$ cat config.mk
export PLATFORM = sky130hd
export DESIGN_NAME = wb_stage
export DESIGN_NICKNAME = d
export VERILOG_FILES = /design/src/rtl/wb_stage.sv
export SDC_FILE = /design/constraint.sdc
export NUM_CORES = 1
export LEC_CHECK = 0
export BUFFER_PORTS_ARGS = -buffer_cell sky130_fd_sc_hd__buf_2
export CAP_MARGIN = 25
export CORE_AREA = 2 2 165 167
export DETAILED_ROUTE_END_ITERATION = 8
export DIE_AREA = 0 0 167 169
export PLACE_DENSITY_LB_ADDON = 0.12
export SLEW_MARGIN = 20
export SYNTH_ARGS = -nofsm -noshare
export SYNTH_HDL_FRONTEND = slang
export SYNTH_SLANG_ARGS = --single-unit
$ cat constraint.sdc
create_clock -name clk -period 4.59 [get_ports clk]
set_input_delay 0.6885 -clock clk [delete_from_list [all_inputs] [get_ports clk]]
set_output_delay 0.6885 -clock clk [all_outputs]
set_load 0.05 [all_outputs]
$ cat src/rtl/wb_stage.sv
// ============================================================================
// wb_stage : MangoMIPS32 write-back stage (load align, result select, GPR
//            write port, HI/LO and LLbit state, retire trace)
// Revision : 1.0
// ============================================================================
`default_nettype none

module wb_stage #(
   parameter logic [63:0] HILO_RST  = 64'h0,
   parameter bit          HAS_LLBIT = 1'b1
) (
   input  logic        clk,
   input  logic        rst,
   input  logic [31:0] wb_pc,
   input  logic [5:0]  wb_aluop,
   input  logic [31:0] wb_alures,
   input  logic [31:0] wb_mulres,
   input  logic [31:0] wb_m_vaddr,
   input  logic [31:0] wb_m_rdata,
   input  logic [3:0]  wb_wreg,
   input  logic [4:0]  wb_wraddr,
   input  logic        wb_hilo_wen,
   input  logic [63:0] wb_hilo,
   input  logic        wb_llb_wen,
   input  logic        wb_llbit,
   input  logic        llb_clr,
   output logic [3:0]  rf_wen,
   output logic [4:0]  rf_waddr,
   output logic [31:0] rf_wdata,
   output logic [31:0] hi_o,
   output logic [31:0] lo_o,
   output logic        llbit_o,
   output logic [31:0] trace_pc,
   output logic [3:0]  trace_wen,
   output logic [4:0]  trace_waddr,
   output logic [31:0] trace_wdata
);

   // Operation codes shared with the decode stage.
   localparam logic [5:0] ALU_LB  = 6'h10;
   localparam logic [5:0] ALU_LBU = 6'h11;
   localparam logic [5:0] ALU_LH  = 6'h12;
   localparam logic [5:0] ALU_LHU = 6'h13;
   localparam logic [5:0] ALU_LW  = 6'h14;
   localparam logic [5:0] ALU_LWL = 6'h15;
   localparam logic [5:0] ALU_LWR = 6'h16;
   localparam logic [5:0] ALU_LL  = 6'h17;
   localparam logic [5:0] ALU_MUL = 6'h20;
   localparam logic [5:0] ALU_SC  = 6'h21;

   logic [1:0]  off;
   logic [7:0]  byte_sel;
   logic [15:0] half_sel;
   logic [31:0] load_data;
   logic        is_load;
   logic [63:0] hilo_q;
   logic        llbit_q;

   assign off      = wb_m_vaddr[1:0];
   assign byte_sel = 8'(wb_m_rdata >> {off, 3'b000});
   assign half_sel = off[1] ? wb_m_rdata[31:16] : wb_m_rdata[15:0];

   always_comb begin
      load_data = wb_m_rdata;
      is_load   = 1'b1;
      case (wb_aluop)
         ALU_LB:  load_data = {{24{byte_sel[7]}}, byte_sel};
         ALU_LBU: load_data = {24'h0, byte_sel};
         ALU_LH:  load_data = {{16{half_sel[15]}}, half_sel};
         ALU_LHU: load_data = {16'h0, half_sel};
         ALU_LW:  load_data = wb_m_rdata;
         ALU_LL:  load_data = wb_m_rdata;
         // Partial-word loads only shift; byte merging comes from wb_wreg.
         ALU_LWL: load_data = wb_m_rdata << {2'd3 - off, 3'b000};
         ALU_LWR: load_data = wb_m_rdata >> {off, 3'b000};
         default: is_load   = 1'b0;
      endcase
   end

   always_comb begin
      if (is_load)
         rf_wdata = load_data;
      else if (wb_aluop == ALU_MUL)
         rf_wdata = wb_mulres;
      else if (wb_aluop == ALU_SC)
         rf_wdata = {31'h0, llbit_q};
      else
         rf_wdata = wb_alures;
   end

   assign rf_wen   = (wb_wraddr == 5'd0) ? 4'h0 : wb_wreg;
   assign rf_waddr = wb_wraddr;

   always_ff @(posedge clk or negedge rst) begin
      if (!rst)
         hilo_q <= HILO_RST;
      else if (wb_hilo_wen)
         hilo_q <= wb_hilo;
   end

   assign {hi_o, lo_o} = wb_hilo_wen ? wb_hilo : hilo_q;

   generate
      if (HAS_LLBIT) begin : g_llbit
         always_ff @(posedge clk or negedge rst) begin
            if (!rst)
               llbit_q <= 1'b0;
            else if (llb_clr)
               llbit_q <= 1'b0;
            else if (wb_llb_wen)
               llbit_q <= wb_llbit;
         end
      end else begin : g_no_llbit
         assign llbit_q = 1'b0;
      end
   endgenerate

   assign llbit_o = llbit_q;

   always_ff @(posedge clk or negedge rst) begin
      if (!rst) begin
         trace_pc    <= 32'h0;
         trace_wen   <= 4'h0;
         trace_waddr <= 5'h0;
         trace_wdata <= 32'h0;
      end else if (|rf_wen) begin
         trace_pc    <= wb_pc;
         trace_wen   <= rf_wen;
         trace_waddr <= rf_waddr;
         trace_wdata <= rf_wdata;
      end else begin
         trace_wen   <= 4'h0;
      end
   end

endmodule

`default_nettype wire

==> results of run 1 <==
power by group through the flow:
stage / sequential [mW] / combinational [mW] / clock, mW
4_1_cts: 1.37 / 1.25 / 1.63
3_3_place_gp: 1.39 / 1.24 / 0
2_1_floorplan: 1.61 / 0.633 / 0
5_1_grt: 1.39 / 1.31 / 1.68
6_report: 1.37 / 1.24 / 1.58
3_5_place_dp: 1.40 / 1.24 / 0
path summary, 6_finish.rpt:
check	start	endpoint	slack (ps)	cells after the start
max	wb_aluop[2]	rf_wdata[16]	520	7
min	rst	hilo_q[50]	340	1
max reg2reg	llbit_o	trace_wdata[0]	3250	4
min reg2reg	trace_pc[0]	trace_pc[0]	470	2
max in group asynchronous	rst	trace_pc[25]	3300	2
min in group clk	llb_clr	llbit_o	420	2
flip-flops by register name, summed over array words and instances (netlist names):
| register | flops |
|---|---|
| trace_pc | 32 |
| trace_wen | 4 |
| trace_wdata | 32 |
| trace_waddr | 5 |
| llbit_o | 1 |
| hilo_q | 64 |
metal layers:
layer	track usage, %	routed length, µm
met5	0	0
met3	5.49	2170
met1	26.9	12900
met2	35.8	15100
met4	6.52	601
cells in the mapped netlist (3+ instances only):
library cell,n
o221a_2,8
a22oi_1,14
buf_2,9
o22ai_1,14
nand3_1,19
nand4b_1,7
mux2i_1,37
a31oi_1,4
and2_1,6
nor3b_1,5
and3b_1,3
a211oi_1,13
o21ai_0,53
dfrtp_1,138
clkbuf_1,44
nor2_1,33
a21oi_1,15
nor3_1,4
nand2_1,143
inv_1,15
a32oi_1,5
o2bb2ai_1,12
mux2_2,85
o211ai_1,8
nor2b_1,13
o2111ai_1,7
o311ai_0,8
a21boi_0,11
o31ai_1,9
buf_4,5
layout by cell type, fill, tap and decap left out, types with 15 or more instances in the layout:
master,Yosys,routed
nand2_1,143,143
o21ai_0,53,52
buf_2,9,392
mux2i_1,37,37
buf_4,5,23
nand3_1,19,19
a21oi_1,15,15
mux2_2,85,85
clkbuf_16,0,17
nor2_1,33,33
dfrtp_1,138,138
inv_1,15,15
metrics by stage:
step / instances / hold slack [ps]
after floorplan: 778 / 393
after global routing: 1510 / 409
after global placement: 1474 / 454
after CTS: 1506 / 389
final: 1510 / 344
after detailed placement: 1474 / 456
final cells by class:
class / instances / area (µm²) / area share, %
multi-input cells: 564 / 3850 / 36.3
flip-flops and latches: 138 / 3450 / 32.6
repair buffers: 416 / 2150 / 20.2
well taps: 341 / 427 / 4.03
clock buffers: 17 / 425 / 4.01
clock inverters: 15 / 230 / 2.17
inverters: 15 / 56.3 / 0.531
diodes: 4 / 10.0 / 0.0945
logic make-up after synthesis:
family	synth area share (%)
buf+inv	4.24
flops	45.4
mux	17.7
simple gates	15.0
xor+xnor	0.230
compound gates	17.3
==> results.toml, run 1 <==
[run_status]
status = "finished, final reports clean"

[timing]
rsz0062_at_grt = "no"
hold_viol_final = 0
period_minus_slack_ps = 4070
fin_crit_sh_pct = 88.6
tns_ps = 0
fin_ws_ps = 523
setup_viol_count_final = 0
worstMarginPinSlew_ps = 902
max_slew_margin_pct = 39.9
maxSlewViolCount = 0
finClkSkew_ps = 3.86
fmax_mhz = 246

[placement]
globalplace.congestion = 0.875
placed_area_um2 = 9930
place.detailed.hpwl_mm = 23.8
port_buffers = 393
pre_cts_slack_ps = 621

[yosys]
synth_area_leaders = "dfrtp_1 45%, mux2_2 13%, nand2_1 7.1%"
ys_warn_count = 0
netlist_instances = 778
yosysTopAreaCellShare_pct = 45.4
ys_seq_area_share_pct = 45.4
async_flop_share_pct = 100
synth_edf_count = 0
syn_nets = 1023
synth_cell_type_count = 55
yosys.area.top_type = "dfrtp_1"
syn-cell-area_um2 = 7610
synth_ff_type = "dfrtp_1"
syn_area_per_cell_um2 = 9.78
ys_ff_latch = 138

[power_and_ir_drop]
power_density_nw_per_um2 = 395
combPwrFrac_pct = 29.5
p_seq_share_pct = 32.8
vdd_drop_max_mv = 0.203
swShare_pct = 37.9
p_clk_share_pct = 37.7
p_total_mw = 4.19
p_int_mw = 2.60
p_leak_nw = 5.20
p_sw_mw = 1.59

[cts]
clock_path_buffers = 2
holdBufCountCts = 0
post_cts_resized = 0
htreeDepth = 4
cts_made_buffers = 17
root_buffer = "clkbuf_16"
cts_tree = "yes"
postCtsSetupRepairBufs = 0
cts_sinks = 138
clk_latency_ps = 420
path_clk_slew_ps = 70

[route]
drtPass1Iterations = 5
wl_mm = 30.8
route.detailed.drc = 0
vias = 7550
detail-route-antenna-nets = 0
viasPerCell = 5.00
drt_iter0_markers = 545
wl_per_cell_um = 20.4

[critical_path]
critPathRequiredTime_ps = 3900
slowest_delay_ps = 780
cp_top_family = "compound AO/OA/AOI/OAI gates"
crit_chain = "buf_2, or4b_1, or2_1, o311ai_0, buf_4, o221a_2, buf_2"
crit_path_start_kind = "primary input"
crit_top_cell = "buf_2"
cp.arrival_ps = 3380
path_class = "in -> out"
worstPathMaxFanout = 21
end_kind = "output port"
crit_buf_inv = 3
slowest_stage = "o311ai_0"

[grt]
grt_pass1_wl_mm = 45.7
grt_max_degree = 98
grtUsageTotal_pct = 21.3
antenna_found_initial = 4
grt_pass1_vias = 7312
grt_overflow = 0

[layout]
design_area_um2 = 10600
layout.nets = 1397
drive_above_1_share_pct = 46.9
final_core_util_pct = 40.0
area_growth_pct = 39.3
fill_cells = 2794

[floorplanning]
die_y_um = 169
row_count = 60
core_um2 = 26500
io_pins = 424
die_width_um = 167
start_util_pct = 28.7
die-area_um2 = 28200

[flow_run]
maxCapViolCount = 0

[min_path]
min_path_type = "in -> async"
Power figures use the tool's default switching activity.
==> inputs of run 2 (changes only) <==
- CTS_BUF_LIST: unset -> sky130_fd_sc_hd__clkbuf_8
- GPL_ROUTABILITY_DRIVEN: unset -> 0
==> run 2 against run 1 <==
Register-to-register slack about the same; critical path type unchanged; largest power group is now registers; non-clock buffer count stayed put; sequential power hardly changed; highest routed layer unchanged; maximum frequency is 0.99% higher; hold slack lost 45 ps; core utilization fell by 0.72 points.
==> results.toml, run 2 (same netlist as run 1, synthesis figures left out) <==
[critical_path]
critPathRequiredTime_ps = 3900
worstPathMaxFanout = 39
rrSetupSlack_ps = 3250
worstSetupStartpoint = "wb_aluop[4]"
crit_path_start_kind = "primary input"
worstSetupEndpoint = "rf_wdata[15]"
path_class = "in -> out"
slowest_stage = "nor2_1"
rr_worst_depth = 4
slowest_delay_ps = 590
end_kind = "output port"
crit_chain = "buf_2, nor3b_1, buf_4, nand2_1, nor2_1, a211oi_1, nor2_1, buf_2"
rr_startpoint = "llbit_o"
reg2reg_to = "trace_wdata[0]"
cp.arrival_ps = 3340

[timing]
hold_viol_final = 0
worstMarginPinSlew_ps = 908
period_minus_slack_ps = 4030
max_slew_margin_pct = 39.5
rsz0062_at_grt = "no"
fmax_mhz = 248
tns_ps = 0
setup_viol_count_final = 0
maxSlewViolCount = 0
finClkSkew_ps = 12.7
fin_crit_sh_pct = 87.7
whs_ps = 300

[layout]
top_register = "hilo_q"
largestRegisters = "hilo_q x64, trace_pc x32, trace_wdata x32"
regArea_um2 = 3450
layout.nets = 1397
layout_commonest_cell = "buf_2"
drive_above_1_share_pct = 46.9
area_growth_pct = 36.8
largest_reg_flops = 64
final_cell_mix = "392 x buf_2, 143 x nand2_1, 138 x dfrtp_1, 85 x mux2_2, 52 x o21ai_0"
multi_input_area_um2 = 3850
fill_cells = 2811
final_core_util_pct = 39.3

[cts]
cts_made_buffers = 17
root_buffer = "clkbuf_8"
cts_sinks = 138
path_clk_slew_ps = 90
clock_path_buffers = 2
post_cts_resized = 0
holdBufCountCts = 0
postCtsSetupRepairBufs = 0
clk_latency_ps = 460
htreeDepth = 4
cts_tree = "yes"

[floorplanning]
die_width_um = 167
core_um2 = 26500
die-area_um2 = 28200
row_count = 60
die_y_um = 169
start_util_pct = 28.7
io_pins = 424

[power_and_ir_drop]
p_seq_share_pct = 35.8
combPwrFrac_pct = 32.3
power_density_nw_per_um2 = 367
vdd_drop_max_mv = 0.189
swShare_pct = 40.4
p_int_mw = 2.28
p_clk_share_pct = 31.8
p_leak_nw = 5.11
p_sw_mw = 1.54

[route]
drt_iter0_markers = 513
route.detailed.drc = 0
drtPass1Iterations = 5
wl_mm = 30.8
vias = 7517
detail-route-antenna-nets = 0
viasPerCell = 4.98
wl_per_cell_um = 20.4

[grt]
antenna_found_initial = 4
grt_pass1_vias = 7334
grt_overflow = 0
grt_pass1_wl_mm = 45.8
grtUsageTotal_pct = 21.3
grt_max_degree = 98

[placement]
place.detailed.hpwl_mm = 23.8
port_buffers = 393

[min_path]
min_path_type = "in -> async"

[run_status]
status = "finished, final reports clean"

[flow_run]
maxCapViolCount = 0
run 2: changes by cell type in the layout (fill, tap and decap cells not counted):
cell       change
clkbuf_16     -17
clkbuf_8      +17
run 2: how the worst min path moves through the flow:
stage,from,slack [ps],cells after the start,end
final,rst,300,1,hilo_q[50]
after global routing,rst,350,1,hilo_q[50]
after CTS,rst,330,1,trace_wdata[0]
after detailed placement,trace_pc[3],460,2,trace_pc[3]
after global placement,trace_pc[15],450,2,trace_pc[15]
after floorplan,rst,390,0,hilo_q[0]
run 2: per-stage QoR:
step | total power, mW | instances | cell area (µm²) | worst slack, ps
after floorplan | 2.25 | 778 | 7610 | 681
after global placement | 2.63 | 1474 | 9930 | 595
after detailed placement | 2.64 | 1474 | 9930 | 621
after CTS | 3.88 | 1506 | 10400 | 618
after global routing | 4.02 | 1510 | 10400 | 328
final | 3.82 | 1510 | 10400 | 563
run 2: cell type report:
cell class	instances	share of cell area (%)
multi-input cells	564	37.0
flip-flops and latches	138	33.2
repair buffers	416	20.6
well taps	341	4.10
clock buffers	17	2.25
clock inverters	15	2.21
inverters	15	0.541
diodes	4	0.0962
run 2: power by group through the flow:
| stage | registers [mW] | clock network, mW | logic, mW |
|---|---|---|---|
| global placement | 1.39 | 0 | 1.24 |
| detailed placement | 1.40 | 0 | 1.24 |
| CTS | 1.37 | 1.26 | 1.25 |
| global route | 1.39 | 1.32 | 1.31 |
| floorplan | 1.61 | 0 | 0.633 |
| finish | 1.37 | 1.22 | 1.24 |
run 2: critical path: cells and delay by family:
| kind | cells | cell delay (ps) |
|---|---|---|
| buffers and inverters | 3 | 1050 |
| and+or+nand+nor | 4 | 1280 |
| AOI/OAI and AO/OA | 1 | 300 |
run 2: layer usage:
metal,track usage [%],share of wire (%),vias up
met5,0,0,-
met4,6.97,2.3,0
met3,5.82,7.2,41
met2,35.5,49,327
met1,26.9,42,3570
li1,-,-,3579
==> inputs of run 3 (changes only) <==
- CELL_PAD_IN_SITES_DETAIL_PLACEMENT: unset -> 0
- CELL_PAD_IN_SITES_GLOBAL_PLACEMENT: unset -> 1
- CORE_AREA: 2 2 165 167 -> 2 2 163 165
- DIE_AREA: 0 0 167 169 -> 0 0 165 167
- clock period: 4.59 -> 3.7 ns (I/O delays scaled with it)
==> run 3 against run 2 <==
Critical path depth fell by 2; highest routed layer unchanged; power grew 19%; flip-flop and latch count unchanged; count of clock-buffer cells in the layout increased by 1; global-route usage rose by 0.71 points; hold slack got worse by 260 ps; core utilization increased by 1.7 points; critical endpoint is now rf_wdata[22]; design area grew 1.5%.
==> results.toml, run 3 (same netlist as run 1, synthesis figures left out) <==
[route]
wl_per_cell_um = 20.4
drt_iter0_markers = 386
viasPerCell = 4.96
vias = 7570
route.detailed.drc = 0
wl_mm = 31.1
drtPass1Iterations = 5
detail-route-antenna-nets = 0

[timing]
rsz0062_at_grt = "no"
hold_viol_final = 0
fmax_mhz = 296
finClkSkew_ps = 3.88
fin_crit_sh_pct = 91.4
period_minus_slack_ps = 3380
max_slew_margin_pct = 39.6
worstMarginPinSlew_ps = 904
fin_ws_ps = 319
tns_ps = 0
setup_viol_count_final = 0
maxSlewViolCount = 0

[grt]
antenna_found_initial = 8
grt_overflow = 0
grtUsageTotal_pct = 22.0
grt_pass1_vias = 7360
grt_pass1_wl_mm = 45.6
grt_max_degree = 62

[floorplanning]
row_count = 59
die_y_um = 167
io_pins = 424
die-area_um2 = 27600
core_um2 = 25800
start_util_pct = 29.5
die_width_um = 165

[placement]
port_buffers = 393
place.detailed.hpwl_mm = 24.8
pre_cts_slack_ps = 294

[layout]
layout.nets = 1414
final_cell_mix = "389 x buf_2, 143 x nand2_1, 138 x dfrtp_1, 85 x mux2_2, 52 x o21ai_0"
drive_above_1_share_pct = 47.6
largest_reg_flops = 64
layout_commonest_cell = "buf_2"
area_growth_pct = 38.8
top_register = "hilo_q"
largestRegisters = "hilo_q x64, trace_pc x32, trace_wdata x32"
fill_cells = 2636

[critical_path]
critPathRequiredTime_ps = 3140
path_class = "in -> out"
cp.arrival_ps = 2830
worstSetupStartpoint = "wb_aluop[3]"
crit_path_start_kind = "primary input"
rr_startpoint = "llbit_o"
end_kind = "output port"
worstPathMaxFanout = 15

[cts]
postCtsSetupRepairBufs = 0
root_buffer = "clkbuf_8"
clk_latency_ps = 430
path_clk_slew_ps = 90
cts_sinks = 138
holdBufCountCts = 0
post_cts_resized = 0
htreeDepth = 4
cts_made_buffers = 17
cts_tree = "yes"
clock_path_buffers = 2

[power_and_ir_drop]
p_seq_share_pct = 37.3
power_density_nw_per_um2 = 432
combPwrFrac_pct = 34.3
p_int_mw = 2.67
p_sw_mw = 1.90
p_clk_share_pct = 28.4
p_leak_nw = 5.19
swShare_pct = 41.6
vdd_drop_max_mv = 0.241

[min_path]
min_path_type = "in -> async"

[run_status]
status = "finished, final reports clean"

[flow_run]
maxCapViolCount = 0
-- run 3: path summary, 6_finish.rpt --
check,to,slack (ps),cells past startpoint
max in group asynchronous,trace_wdata[12],2840,2
setup / recovery,rf_wdata[22],320,6
setup reg to reg,trace_wdata[0],2390,4
hold / removal,hilo_q[43],40,1
hold reg to reg,trace_waddr[3],470,2
min in group clk,llbit_o,270,2
-- run 3: metrics by stage --
stage / utilization, % / cells / area [µm²] / hold WS [ps] / power, mW
after global placement: 39.3 / 1485 / 10100 / 454 / 3.30
after detailed placement: 39.3 / 1485 / 10100 / 458 / 3.31
after CTS: 40.9 / 1517 / 10500 / 49.2 / 4.63
final: 41.0 / 1525 / 10600 / 36.4 / 4.56
after global routing: 41.0 / 1524 / 10600 / 62.0 / 4.80
after floorplan: - / 778 / 7610 / 259 / 2.79
-- run 3: critical path: stages --
cell	delay, ps
buf_2	130
or4b_1	520
or2_1	400
o311ai_0	610
o221a_2	330
buf_2	280
-- run 3: cell type report --
type                    count  area, µm²  share of cell area, %
clock buffers              18        248                   2.35
inverters                  15       56.3                  0.533
diodes                      8       20.0                  0.190
well taps                 335        419                   3.97
clock inverters            14        156                   1.48
multi-input cells         564       3850                   36.5
repair buffers            433       2360                   22.3
flip-flops and latches    138       3450                   32.7
-- run 3: routing by layer --
metal  track usage, %  wire (µm)
met3             5.06       2240
met4             6.16        628
met5                0          0
met2             37.7      15400
met1             27.7      12800
-- run 3: power by group through the flow --
stage               Clock, mW  Sequential, mW  Combinational (mW)
floorplan                   0            2.00               0.786
global placement            0            1.73                1.57
detailed placement          0            1.73                1.58
CTS                      1.35            1.70                1.58
global route             1.42            1.72                1.66
finish                   1.30            1.70                1.56
